## config.mk

```make
export PLATFORM = sky130hd
export DESIGN_NAME = a1000_clock_reset
export DESIGN_NICKNAME = d
export VERILOG_FILES = /design/src/rtl/a1000_clock_reset.sv
export SDC_FILE = /design/constraint.sdc
export NUM_CORES = 1
export LEC_CHECK = 0
export ABC_AREA = 0
export CORE_UTILIZATION = 48
export DETAILED_ROUTE_END_ITERATION = 10
export GPL_ROUTABILITY_DRIVEN = 0
export PLACE_DENSITY = 0.69
export SYNTH_ARGS = -nofsm -noshare
export SYNTH_HDL_FRONTEND = slang
export SYNTH_SLANG_ARGS = --single-unit
```

## constraint.sdc

```tcl
create_clock -name CLK_28M -period 1.75 [get_ports CLK_28M]
set_input_delay 0.175 -clock CLK_28M [delete_from_list [all_inputs] [get_ports CLK_28M]]
set_output_delay 0.175 -clock CLK_28M [all_outputs]
set_load 0.02 [all_outputs]
```

## src/rtl/a1000_clock_reset.sv

```systemverilog
// a1000_clock_reset: A1000 clock phase generator and system reset sequencer.
//   CLK_28M  in   master clock, the only clock
//   reset    in   asynchronous active-high reset
//   _KBRST   in   active-low keyboard reset request, asynchronous
//   C7M      out  7.16 MHz phase
//   CDAC     out  7.16 MHz, one CLK_28M period behind C7M
//   _C1      out  3.58 MHz system clock
//   _C3      out  3.58 MHz, two CLK_28M periods behind _C1
//   _RST     out  active-low system reset, held RST_CYCLES _C1 periods
//   c1_rise  out  one-cycle strobe after each _C1 rising edge
module a1000_clock_reset #(
  parameter int unsigned RST_CYCLES = 64
) (
  input  logic CLK_28M,
  input  logic reset,
  input  logic _KBRST,
  output logic C7M,
  output logic CDAC,
  output logic _C1,
  output logic _C3,
  output logic _RST,
  output logic c1_rise
);
  localparam logic [7:0] RC = 8'(RST_CYCLES);
  logic [2:0] ph;
  logic [2:0] ph_n;
  logic [7:0] cnt;
  logic       kb_m;
  logic       kb_s;
  logic       wrap;
  assign ph_n = ph + 3'd1;
  assign wrap = ph == 3'd7;
  // Clock outputs are registered from the next phase so each is a clean flop output.
  // The keyboard load wins over a wrap decrement on the same edge, restarting the full hold.
  always_ff @(posedge CLK_28M or posedge reset)
    if (reset) begin
      ph      <= 3'd0;
      C7M     <= 1'b1;
      CDAC    <= 1'b0;
      _C1     <= 1'b1;
      _C3     <= 1'b0;
      c1_rise <= 1'b0;
      _RST    <= 1'b0;
      cnt     <= RC;
      kb_m    <= 1'b1;
      kb_s    <= 1'b1;
    end else begin
      ph      <= ph_n;
      C7M     <= ~ph_n[1];
      CDAC    <= ph_n[0] ^ ph_n[1];
      _C1     <= ~ph_n[2];
      _C3     <= ph_n[2] ^ ph_n[1];
      c1_rise <= wrap;
      kb_m    <= _KBRST;
      kb_s    <= kb_m;
      cnt     <= !kb_s ? RC : (wrap && cnt != 8'd0) ? cnt - 8'd1 : cnt;
      _RST    <= !kb_s ? 1'b0 : (wrap && cnt == 8'd1) ? 1'b1 : _RST;
    end
endmodule

```

==> results by group, run 1 <==
Setup path
  • Crit Path Max Fanout: 4
  • Reg2Reg Launch Point: ph[0]
  • R2R setup slack: between 0.02 and 0.025 ns
  • Startpoint Class: register
  • CP arrival: ~1.9 ns
  • CP required: 1.93 ns
  • Setup CP Type: reg -> reg
  • CP Launch Point: ph[0]
  • Crit. End Element: register
  • Worst reg-to-reg path cell count: 6
  • R2R Path End: cnt[7]

Clocking
  • Root buffer cell: clkbuf_4
  • CTS Buffer Depth: 2
  • CTS tree: yes
  • CTS H-Tree Depth: 1
  • Worst-path clk slew: around 0.1 ns
  • CTS Buf Count: 3
  • Worst-Skew Late Latency: 0.28 ns
  • Clk sinks: 19

Drt
  • DRC viols: 0
  • Vias per inst: 5.43
  • Detailed-route via count: approximately 540
  • Initial DRC count: 14
  • Final WL: about 1400 µm
  • WL per Instance: 13.7 µm
  • Routed Antenna Nets: 0
  • Drt pass-1 iters: 4

Final layout
  • Register Area: approximately 480 µm²
  • Syn-to-layout area delta: 18.7%
  • Antenna Cells: 0
  • Share of layout cells above drive strength 1: 21.7%
  • Fin nets: 91
  • Area of the multi-input gates: roughly 350 µm²
  • Fill cells: approximately 130

Timing
  • Final Skew: between 0.0015 and 0.002 ns
  • Slew headroom: around 75%
  • Worst-Margin Slew: 0.370 ns
  • Fin crit share: a little over nine tenths
  • Post-route setup TNS: 0 ns
  • Final Hold Viols: 0
  • Max Fclk: a little under 0.6 GHz
  • Setup-violating endpoint count in the final report: 0
  • RSZ-0062 raised after global routing: true
  • Tmin final: between 1.5 and 2 ns
  • Slew Limit Fails: 0

Synthesis
  • Mapped cell area: about 850 µm²
  • Mapped Cells: 68
  • Most common library cells after synthesis: 14 x dfrtp_1, 7 x inv_1, 5 x dfstp_2, 5 x nand2_1
  • Largest family of logic cells by synthesized area: simple AND/OR/NAND/NOR gates
  • Dominant cell by count in the synthesized netlist: dfrtp_1
  • Area contributors post-synth: dfrtp_1 41%, dfstp_2 15%, ha_1 5.9%, nor4_4 5.0%, xnor2_1 4.1%
  • Avg Cell Area, Syn: around 13 µm²
  • Simple-gate portion of the synthesized area: between 20% and 30%
  • Yosys top cell area share: about 41%
  • Yosys cell types: 26
  • Sequential fraction of the synthesis area: between 50% and 60%
  • Register bit total from synthesis: 19
  • Synth Area in Compound Gates: 5.15%
  • Post-synthesis adder-cell area fraction: under 10%
  • Async SR Flop Fraction: 100%
  • Synth Flop Type: dfrtp_1
  • Post-synth EDFFs: 0
  • XOR/XNOR share of the synthesized area: under 10%
  • Mux share of post-synthesis cell area: 3.53%
  • Net Count, Synth: 75
  • Cell taking the most area after synthesis: dfrtp_1
  • Ys Warns: 0

Run
  • Max-cap violations: 0

Power and ir drop
  • P_leak: 0.449 nW
  • Maximum vdd drop: around 0.00049 V
  • Overall power: 0.732 mW
  • Power Dens Cells: ~730 nW/µm²

Global routing
  • Grt ovf: 0
  • Global-route wire length before repair: approximately 2300 µm
  • Largest net degree at the start of global routing: 20
  • GR Util All Layers: between 10% and 20%
  • Initial antenna violation count: 0
  • Vias in the first global route: around 540

Floorplanning
  • Die height: 44.1 µm
  • Starting Density: between 50% and 60%
  • Core Area: 1580 µm²
  • Die X: between 40 and 50 µm
  • DIE AREA: 1940 µm²
  • I/O pin count: 9
  • FP Rows: 14

Worst hold path
  • Hold Crit Class: in -> async

Place
  • Detailed Place HPWL: between 900 and 1000 µm
  • IO buf count: 8

Status
  • Status: finished clean
==> layout by cell type (no fill, tap or decap), types with 2 or more instances in the layout <==
cell             instances
ha_1                     4
nor2_1                   3
and2_1                   2
nor2b_1                  3
nor4_4                   2
mux2i_1                  3
dfrtp_1                 14
dfstp_2                  5
buf_4                    4
clkdlybuf4s50_1          8
inv_1                    7
xnor2_1                  4
nand2_1                  5
a31oi_1                  2
clkbuf_4                 3
==> critical path, cell delays in order (launching register included) <==
cell and delay [ns]:
dfrtp_1 0.37, ha_1 0.15, ha_1 0.15, or4b_4 0.51, nor4_4 0.16, mux2i_1 0.23, nor2b_1 0.06
==> layout make-up <==
class,instances,share of cell area [%]
Tap cell,16,1.98
Sequential cell,19,47.7
Timing Repair Buffer,12,10.9
Inverter,7,2.60
Multi-Input combinational cell,41,34.2
Clock buffer,4,2.60
==> how the worst max path moves through the flow <==
stage / slack, ns / to / depth (start not counted)
2_1_floorplan: 0.01 / cnt[7] / 6
3_3_place_gp: 0.03 / cnt[5] / 5
3_5_place_dp: 0.01 / cnt[5] / 5
4_1_cts: 0.003 / cnt[7] / 6
5_1_grt: -0.03 / cnt[7] / 6
6_report: 0.02 / cnt[7] / 6
==> through the flow <==
| step | instance area, µm² | setup slack (ns) | util, % | hold WS, ns | std cells |
|---|---|---|---|---|---|
| finish | 1010 | 0.0213 | 64.0 | 0.190 | 99 |
| global route | 1010 | -0.0345 | 64.0 | 0.223 | 99 |
| CTS | 1000 | 0.00270 | 63.6 | 0.189 | 98 |
| detailed placement | 970 | 0.0120 | 61.5 | 0.356 | 94 |
| global placement | 970 | 0.0336 | 61.5 | 0.346 | 94 |
| floorplan | 851 | 0.0135 | - | 0.122 | 68 |
==> power breakdown <==
group	leakage [nW]	switching (mW)	internal (mW)
clock	0.0150	0.125	0.0884
combinational	0.202	0.0260	0.0226
sequential	0.233	0.0176	0.453
total	0.449	0.168	0.564
==> registers in the layout, summed over array words and instances, names as in the netlist <==
register / count
_RST: 1
kb_s: 1
c1_rise: 1
cnt: 8
_C3: 1
_C1: 1
kb_m: 1
C7M: 1
ph: 3
CDAC: 1
==> layer usage <==
metal | global-route usage [%] | part of all wire [%] | vias to the layer above
li1 | - | - | 261
met1 | 21.0 | 46 | 267
met2 | 26.2 | 50 | 8
met3 | 3.27 | 3.2 | 2
met4 | 9.09 | 0.59 | 0
met5 | 0 | 0 | -
==> cells by family (layout without fill, tap and decap cells) <==
| group | after synthesis | count (layout) |
|---|---|---|
| flip-flops | 19 | 19 |
| AND/OR/NAND/NOR | 23 | 23 |
| buffers and inverters | 8 | 23 |
| multiplexers | 3 | 3 |
| adder cells (fa/ha/maj) | 4 | 4 |
| XOR/XNOR | 5 | 5 |
| AO/OA/AOI/OAI | 6 | 6 |
==> timing repair <==
action,CTS,global route
resized for setup,1,0
setup buffers,0,1
endpoints found under the setup margin,1,2
hold buffers,0,0
No activity file was read; power rests on OpenSTA's default activity.
==> run 2, diff against run 1 <==
--- a/config.mk
+++ b/config.mk
@@ -10,6 +10,7 @@
 export DETAILED_ROUTE_END_ITERATION = 10
 export GPL_ROUTABILITY_DRIVEN = 0
 export PLACE_DENSITY = 0.69
+export SLEW_MARGIN = 20
 export SYNTH_ARGS = -nofsm -noshare
 export SYNTH_HDL_FRONTEND = slang
 export SYNTH_SLANG_ARGS = --single-unit
==> results of run 2 <==
No change in the layout: final DEF, timing and power equal those of run 1.
